### src/rtl/cdb_arbiter_pkg.sv
// ---------------------------------------------------------------------------
// cdb_arbiter_pkg
// Shared types and constants for the common data bus (CDB) arbiter: source
// encoding, default widths, the holding-slot entry layout and the round-robin
// pointer advance helper.
// ---------------------------------------------------------------------------
package cdb_arbiter_pkg;

    localparam int CDB_NUM_SRC  = 5;
    localparam int CDB_DATA_W   = 32;
    localparam int CDB_ROB_IX_W = 3;
    localparam int CDB_SRC_W    = 3;

    // Functional-unit source index order on the CDB request vector.
    typedef enum logic [2:0] {
        SRC_ALU   = 3'd0,
        SRC_BRALU = 3'd1,
        SRC_MUL   = 3'd2,
        SRC_DIV   = 3'd3,
        SRC_MEM   = 3'd4
    } cdb_src_e;

    // One holding-slot payload: result value and its ROB index.
    typedef struct packed {
        logic signed [31:0] value;
        logic [2:0]         rob_ix;
    } cdb_entry_t;

    // Pointer position just after the winner, wrapping n-1 back to 0.
    function automatic int rr_next(input int winner, input int n);
        if (winner >= n - 1) begin
            return 0;
        end else begin
            return winner + 1;
        end
    endfunction

endpackage

### src/rtl/rr_arbiter.sv
// ---------------------------------------------------------------------------
// rr_arbiter
// Purely combinational round-robin picker. Scans req starting at rr_ptr and
// wrapping modulo N; the first set request wins. The pointer itself is kept
// by the caller.
// Ports:
//   req       in  [N-1:0]   request vector
//   rr_ptr    in  [IW-1:0]  scan start position (expected < N)
//   grant     out [N-1:0]   one-hot grant (all zero when no request)
//   grant_ix  out [IW-1:0]  encoded winner index (0 when no request)
//   any_grant out           at least one request present
// ---------------------------------------------------------------------------
module rr_arbiter #(
    parameter int N  = 5,
    parameter int IW = (N > 1) ? $clog2(N) : 1
) (
    input  logic [N-1:0]  req,
    input  logic [IW-1:0] rr_ptr,
    output logic [N-1:0]  grant,
    output logic [IW-1:0] grant_ix,
    output logic          any_grant
);

    // Priority scan from rr_ptr; the modulo keeps the index in range even if
    // the pointer were ever out of range.
    always_comb begin
        int k;
        k         = 0;
        grant     = '0;
        grant_ix  = '0;
        any_grant = 1'b0;
        for (int i = 0; i < N; i++) begin
            k = (int'(rr_ptr) + i) % N;
            if (!any_grant && req[k]) begin
                grant[k]  = 1'b1;
                grant_ix  = IW'(k);
                any_grant = 1'b1;
            end else begin
                any_grant = any_grant;
            end
        end
    end

endmodule

### src/rtl/cdb_arbiter.sv
// ---------------------------------------------------------------------------
// cdb_arbiter
// Common data bus stage behind the functional units. Each unit owns a
// one-entry holding slot; one occupied slot per cycle is granted round-robin
// and its result is broadcast on registered CDB outputs the next cycle.
// Ports:
//   clk_in          in   system clock
//   rst_in          in   asynchronous active-high reset
//   src_valid_in    in   [NUM_SRC]          per-unit result valid
//   src_value_in    in   [NUM_SRC][DATA_W]  per-unit result value
//   src_rob_ix_in   in   [NUM_SRC][ROB_IX_W] per-unit ROB index
//   src_ready_out   out  [NUM_SRC]          slot can accept this cycle
//   flush_in        in   discard everything in flight
//   cdb_valid_out   out  broadcast valid (one cycle per result)
//   cdb_value_out   out  [DATA_W]   broadcast value
//   cdb_rob_ix_out  out  [ROB_IX_W] broadcast ROB index
//   cdb_src_out     out  [3]        source that produced the broadcast
// ---------------------------------------------------------------------------
module cdb_arbiter
    import cdb_arbiter_pkg::*;
#(
    parameter int NUM_SRC  = CDB_NUM_SRC,
    parameter int DATA_W   = CDB_DATA_W,
    parameter int ROB_IX_W = CDB_ROB_IX_W
) (
    input  logic                               clk_in,
    input  logic                               rst_in,
    input  logic [NUM_SRC-1:0]                 src_valid_in,
    input  logic [NUM_SRC-1:0][DATA_W-1:0]     src_value_in,
    input  logic [NUM_SRC-1:0][ROB_IX_W-1:0]   src_rob_ix_in,
    output logic [NUM_SRC-1:0]                 src_ready_out,
    input  logic                               flush_in,
    output logic                               cdb_valid_out,
    output logic [DATA_W-1:0]                  cdb_value_out,
    output logic [ROB_IX_W-1:0]                cdb_rob_ix_out,
    output logic [CDB_SRC_W-1:0]               cdb_src_out
);

    localparam int IX_W = (NUM_SRC > 1) ? $clog2(NUM_SRC) : 1;

    logic [NUM_SRC-1:0] slot_valid;
    cdb_entry_t         slot_entry [NUM_SRC];
    logic [IX_W-1:0]    rr_ptr;

    logic [NUM_SRC-1:0] grant;
    logic [IX_W-1:0]    win_ix;
    logic               any_grant;
    logic [NUM_SRC-1:0] accept;

    rr_arbiter #(
        .N  (NUM_SRC),
        .IW (IX_W)
    ) u_rr (
        .req       (slot_valid),
        .rr_ptr    (rr_ptr),
        .grant     (grant),
        .grant_ix  (win_ix),
        .any_grant (any_grant)
    );

    // A slot being drained this cycle can take a new result at the same edge.
    // Grant comes only from registered state, so ready never depends on valid.
    assign src_ready_out = ~slot_valid | grant;
    assign accept        = src_valid_in & src_ready_out;

    // Holding slots: flush drops everything, an accept (re)loads, a grant drains.
    always_ff @(posedge clk_in or posedge rst_in) begin
        if (rst_in) begin
            slot_valid <= '0;
            for (int k = 0; k < NUM_SRC; k++) begin
                slot_entry[k] <= '0;
            end
        end else if (flush_in) begin
            slot_valid <= '0;
        end else begin
            for (int k = 0; k < NUM_SRC; k++) begin
                if (accept[k]) begin
                    slot_valid[k]        <= 1'b1;
                    slot_entry[k].value  <= src_value_in[k];
                    slot_entry[k].rob_ix <= src_rob_ix_in[k];
                end else if (grant[k]) begin
                    slot_valid[k] <= 1'b0;
                end
            end
        end
    end

    // Registered CDB broadcast and round-robin pointer. Data outputs hold
    // their last value when nothing is granted; only valid drops.
    always_ff @(posedge clk_in or posedge rst_in) begin
        if (rst_in) begin
            cdb_valid_out  <= 1'b0;
            cdb_value_out  <= '0;
            cdb_rob_ix_out <= '0;
            cdb_src_out    <= '0;
            rr_ptr         <= '0;
        end else if (flush_in) begin
            cdb_valid_out <= 1'b0;
            rr_ptr        <= '0;
        end else if (any_grant) begin
            cdb_valid_out  <= 1'b1;
            cdb_value_out  <= slot_entry[win_ix].value;
            cdb_rob_ix_out <= slot_entry[win_ix].rob_ix;
            cdb_src_out    <= CDB_SRC_W'(win_ix);
            rr_ptr         <= IX_W'(rr_next(int'(win_ix), NUM_SRC));
        end else begin
            cdb_valid_out <= 1'b0;
        end
    end

endmodule

### config.mk
export PLATFORM = sky130hd
export DESIGN_NAME = cdb_arbiter
export DESIGN_NICKNAME = d
export VERILOG_FILES = /design/src/rtl/cdb_arbiter_pkg.sv /design/src/rtl/rr_arbiter.sv /design/src/rtl/cdb_arbiter.sv
export SDC_FILE = /design/constraint.sdc
export NUM_CORES = 1
export LEC_CHECK = 0
export BUFFER_PORTS_ARGS = -buffer_cell sky130_fd_sc_hd__buf_4
export CAP_MARGIN = 40
export CORE_MARGIN = 2
export CORE_UTILIZATION = 45
export DETAILED_ROUTE_END_ITERATION = 8
export GPL_TIMING_DRIVEN = 0
export PLACE_DENSITY = 0.67
export SETUP_SLACK_MARGIN = 0.4
export SYNTH_ARGS = -nofsm -noshare
export SYNTH_HDL_FRONTEND = slang
export SYNTH_SLANG_ARGS = --single-unit
export TNS_END_PERCENT = 30
### constraint.sdc
create_clock -name clk_in -period 8.4 [get_ports clk_in]
set_clock_uncertainty 0.05 [all_clocks]
set_input_delay 1.68 -clock clk_in [delete_from_list [all_inputs] [get_ports clk_in]]
set_output_delay 1.68 -clock clk_in [all_outputs]
set_load 0.01 [all_outputs]
Yosys cells after proc, flatten, opt, wreduce, memory -nomap -nowiden
Cells that the tools add are included.
{"block": "totals", "output_inout_bits": 44, "elab_cells": 135, "regBits": 222, "in_bits": 183}
{"block": "classes", "mux": 59, "magnitude_cmp": 12, "div_mod_pow": 5, "bitwise": 9, "add_sub_neg": 5, "reduce_logical": 25}
{"cell": "$ge 32x1->1 const B", "count": 5}
{"cell": "$lt 32x5->1 const B", "count": 5}
{"cell": "$mod 32x4->32 const B", "count": 4}
{"cell": "$bmux 35 s3", "count": 1}
{"cell": "$mux 35", "count": 2}
{"cell": "$mod 4x4->32 const B", "count": 1}
{"cell": "$mux 1", "count": 32}
{"cell": "$mux 5", "count": 6}
{"cell": "$or 5x5->5", "count": 5}
{"cell": "$mux 3", "count": 8}
{"cell": "$bmux 1 s3", "count": 5}
{"cell": "$demux 1 s3", "count": 5}
{"cell": "$reduce_bool 3->1", "count": 5}
{"cell": "$reduce_and 2->1", "count": 6}
{"cell": "$logic_and 1x1->1", "count": 9}
{"cell": "$add 3x2->4 const B", "count": 2}
{"cell": "$and 5x5->5", "count": 1}
{"cell": "$not 5->5", "count": 1}
{"cell": "$add 3x1->4 const B", "count": 1}
{"cell": "$add 3x3->4 const B", "count": 1}
{"cell": "$ge 4x4->1 const B", "count": 1}
{"cell": "$logic_not 1->1", "count": 4}
{"cell": "$not 3->4", "count": 1}
{"cell": "$add 3x1->3 const B", "count": 1}
{"cell": "other kinds (3)", "count": 3}

Depth between registers and ports, before layout
{"block": "logic_depth", "depth_word": 21, "ltp_mapped": 28, "depth_no_buf": 23}

Hierarchy
From an unflattened synthesis, not the netlist that was laid out.
{"block": "hier_totals", "hier_cells": 1000, "hier_area_um2": 11896.4}
{"module": "cdb_arbiter", "instances": 1, "area_per_inst_um2": 9613.0, "cells_each": 666}
{"module": "rr_arbiter", "instances": 1, "area_per_inst_um2": 2283.4, "cells_each": 334}

Worst setup path before layout
No wires, ideal clock.
{"block": "synth_timing", "kind": "reg-to-output", "from": "register rr_ptr[0]", "to": "output src_ready_out[3]", "n_path_buf": 3, "stages_incl_launch_ff": 23, "required_ns": 6.670, "setup_slack_ns": 1.566, "arrival_ns": 5.104, "path_cell_list": "dfrtp_1 -> buf_2 -> inv_2 -> buf_1 -> ha_1 -> inv_1 -> ha_1 -> buf_2 -> inv_1 -> ha_1 -> nor3_2 -> nor2_1 -> xnor2_1 -> ha_1 -> nand2b_1 -> a22oi_4 -> mux2_2 -> a21oi_2 -> o32ai_2 -> or4b_1 -> o311ai_1 -> a21oi_1 -> inv_1"}
{"block": "synth_between", "elab_chain_len": 18}
{"element": "start: declaration", "line_no": "cdb_arbiter.sv:43", "source": "logic [IX_W-1:0] rr_ptr;"}
{"element": "start signal: assignment", "line_no": "cdb_arbiter.sv:105", "source": "rr_ptr <= IX_W'(rr_next(int'(win_ix), NUM_SRC));"}
{"element": "branches (longest 16 deep; another with $mod 32x4->32)"}
{"element": "$mux 5 (*)", "line_no": "rr_arbiter.sv:34", "source": "if (!any_grant && req[k]) begin"}
{"element": "$or 5x5->5 (*)", "line_no": "cdb_arbiter.sv:63", "source": "assign src_ready_out = ~slot_valid | grant;"}
{"element": "end: declaration", "line_no": "cdb_arbiter.sv:31", "source": "output logic [NUM_SRC-1:0] src_ready_out,"}
Every way passes the cells marked *. The select of a mux whose other input is x is not followed.

Final worst setup path
{"block": "layout_timing", "from": "register rr_ptr[2]", "to": "output src_ready_out[3]"}
Same word-level chain as after synthesis.

==> results.toml <==
[status]
status = "finished, final reports clean"

[global_routing]
grt_pass1_wl_um = 52300
grt-ovfl-total = 0
grt_max_degree = 122
grt-busiest-layer = "met2"
grt_util_met2_pct = 40.5
antenna_found_initial = 1
grt.total_usage_pct = 24.9
grt_use_met1_pct = 32.9
grtUsageMet3_pct = 6.07
grt_pass1_vias = 9371

[cts]
cts_sinks = 222
cts_hold_buf = 0
clockBufferDepth = 3
path_clk_slew_ns = 0.06
cts.htree.levels = 1
numCtsBuffers = 24
clock-root-buffer = "clkbuf_16"
clk_latency_ns = 0.53
cts_tree = "built"

[detailed_routing]
routed_via_density = 5.66
routed_wl_um = 34300
num_vias = 9324
drc = 0
ant_nets = 0
dr.pass1.iters = 5
drt_iter0_drc = 506
wl_per_cell_um = 20.8

[hold_path]
hold_path_class = "reg -> reg"

[critical_path]
cp.arrival_ns = 6.01
required_ns = 6.67
start_kind = "flip-flop"
worst-path-max-fanout = 10
endpoint_kind = "primary output"
critPathKind = "reg -> out"

[sta]
maxSlewViolCount = 0
period_share_pct = 92.2
holdWs_ns = 0.432
rsz0062_at_grt = "false"
finalHoldViolCount = 0
setup_viol = 0
worst_pin_slew_ns = 0.910
maxSlewHeadroom_pct = 39.1
max_freq_mhz = 129
finalCriticalPeriod_ns = 7.74

[power]
seqPwrFrac_pct = 28.4
switching_power_uw = 2660
combPwrFrac_pct = 54.4
sw_frac_of_total_pct = 42.6
powerDensity_nw_per_um2 = 420
p_int_uw = 3590
leakage_uw = 0.00656
pwr-share-clk_pct = 17.2
peakVddDrop_v = 0.000210
p_total_uw = 6250

[cells_and_area]
nNetsFinal = 1507
mostFrequentLayoutCell = "buf_4"
drive_gt1_share_pct = 32.3
mostFrequentLayoutCells = "buf_4 (240), dfrtp_1 (221), mux2_1 (105)"
area_delta_synth_final_pct = 26.8
final_cells = 1647
final_util_pct = 57.6

[logic_synthesis]
avgSynthCellArea_um2 = 11.4
synth_cell_types = 74
synth-edff-count = 0
synth_seq_cells = 222
syn_area_um2 = 11700
ys.flop_type = "dfrtp_1"
seq_area_frac_synth_pct = 47.4
synth_cells = 1032
synthArstFlopShare_pct = 100
yosysWarnings = 0
synth.net_count = 1247

[placement]
place_inst = 1595
gp_congestion = 0.907
dp_hpwl_um = 25800
port_buffers = 225

[job]
cap_viol_max_count = 0

[die]
die_h_um = 165
core_area_um2 = 25800
die_area_um2 = 27400
start_util_pct = 45.4
die_width_um = 165
pin_count = 227
rows = 59
-- repair_timing --
item                       4_1_cts  5_1_grt
pin swaps                        2        5
buffers inserted                 2        4
setup endpoints to repair        5        5
gates resized for setup         13       13
-- flip-flops by register name (all words and copies together) (netlist names) --
register / count
cdb_valid_out: 1
cdb_value_out: 32
cdb_src_out: 3
slot_valid: 5
slot_entry: 175
cdb_rob_ix_out: 3
rr_ptr: 3
-- power groups by stage --
stage	sequential, µW	clock (µW)	combinational (µW)
finish	1770	1070	3400
global route	1820	1140	3700
floorplan	1760	0	2250
global placement	1770	0	3230
detailed placement	1780	0	3290
CTS	1770	1090	3340
-- cell families after synthesis --
family,Yosys count,share of synthesized area [%]
compound gates,259,15.3
xor+xnor,11,0.886
fa+ha+maj,32,3.48
buf+inv,100,3.67
flops,222,47.4
mux,221,20.9
simple gates,187,8.45
-- cell type report --
cell class	instances	area [µm²]
Antenna cell	4	10.0
Buffer	66	312
Clock buffer	35	712
Clock inverter	7	101
Fill cell	2272	11000
Inverter	34	139
Multi-Input combinational cell	710	5850
Sequential cell	222	5560
Tap cell	335	419
Timing Repair Buffer	234	1780
-- worst paths after layout --
kind	depth (start not counted)	slack, ns	startpoint	end
setup / recovery	20	0.66	rr_ptr[2]	src_ready_out[3]
hold / removal	1	0.43	slot_entry[111]	slot_entry[111]
setup reg to reg	27	1.52	rr_ptr[0]	cdb_value_out[11]
hold reg to reg	1	0.43	slot_entry[111]	slot_entry[111]
max in group asynchronous	3	6.01	rst_in	slot_entry[47]
min in group asynchronous	2	1.22	rst_in	slot_entry[5]
-- synthesized netlist by cell type, types with 7 or more instances --
| cell | instances | area [µm²] |
|---|---|---|
| nor3_1 | 11 | 55.1 |
| nor2_1 | 33 | 124 |
| nand2b_1 | 9 | 56.3 |
| xnor2_1 | 9 | 78.8 |
| inv_1 | 29 | 109 |
| nand3_1 | 11 | 55.1 |
| mux2_1 | 105 | 1180 |
| a21oi_1 | 58 | 290 |
| a31oi_1 | 10 | 62.6 |
| a211oi_1 | 71 | 533 |
| mux2_2 | 73 | 822 |
| buf_2 | 23 | 115 |
| ha_1 | 31 | 388 |
| o22ai_1 | 42 | 263 |
| nor2b_1 | 8 | 50.1 |
| mux2i_1 | 42 | 420 |
| clkbuf_1 | 30 | 113 |
| o21ai_0 | 19 | 95.1 |
| buf_4 | 7 | 52.6 |
| dfrtp_1 | 222 | 5560 |
| nand2_1 | 69 | 259 |
-- worst max-delay path: stages, from the launching register on --
cell	delay, ns
dfrtp_1	0.54
buf_2	0.32
inv_1	0.20
ha_1	0.39
nor3_4	0.31
nor2_1	0.09
xnor2_1	0.20
ha_1	0.24
fa_1	0.17
buf_2	0.18
or4b_1	0.54
o21ai_2	0.14
o22ai_2	0.15
a2111oi_4	0.57
o21ai_0	0.26
nor4bb_2	0.51
nand3b_1	0.20
o311ai_2	0.13
a21oi_2	0.12
inv_1	0.11
buf_4	0.12
-- stage by stage --
stage,instance area (µm²),TNS [ns],setup slack [ns]
finish,14900,0,0.656
global route,14900,0,0.402
CTS,14800,0,0.375
detailed placement,13900,0,0.255
global placement,13800,-430.85,-1.97
floorplan,11700,0,0.592
-- layer usage --
| metal | up-vias | wire [µm] |
|---|---|---|
| li1 | 4358 | - |
| met1 | 4635 | 14500 |
| met2 | 272 | 16500 |
| met3 | 59 | 2390 |
| met4 | 0 | 911 |
| met5 | - | 0 |
No activity file was read; power rests on OpenSTA's default activity.
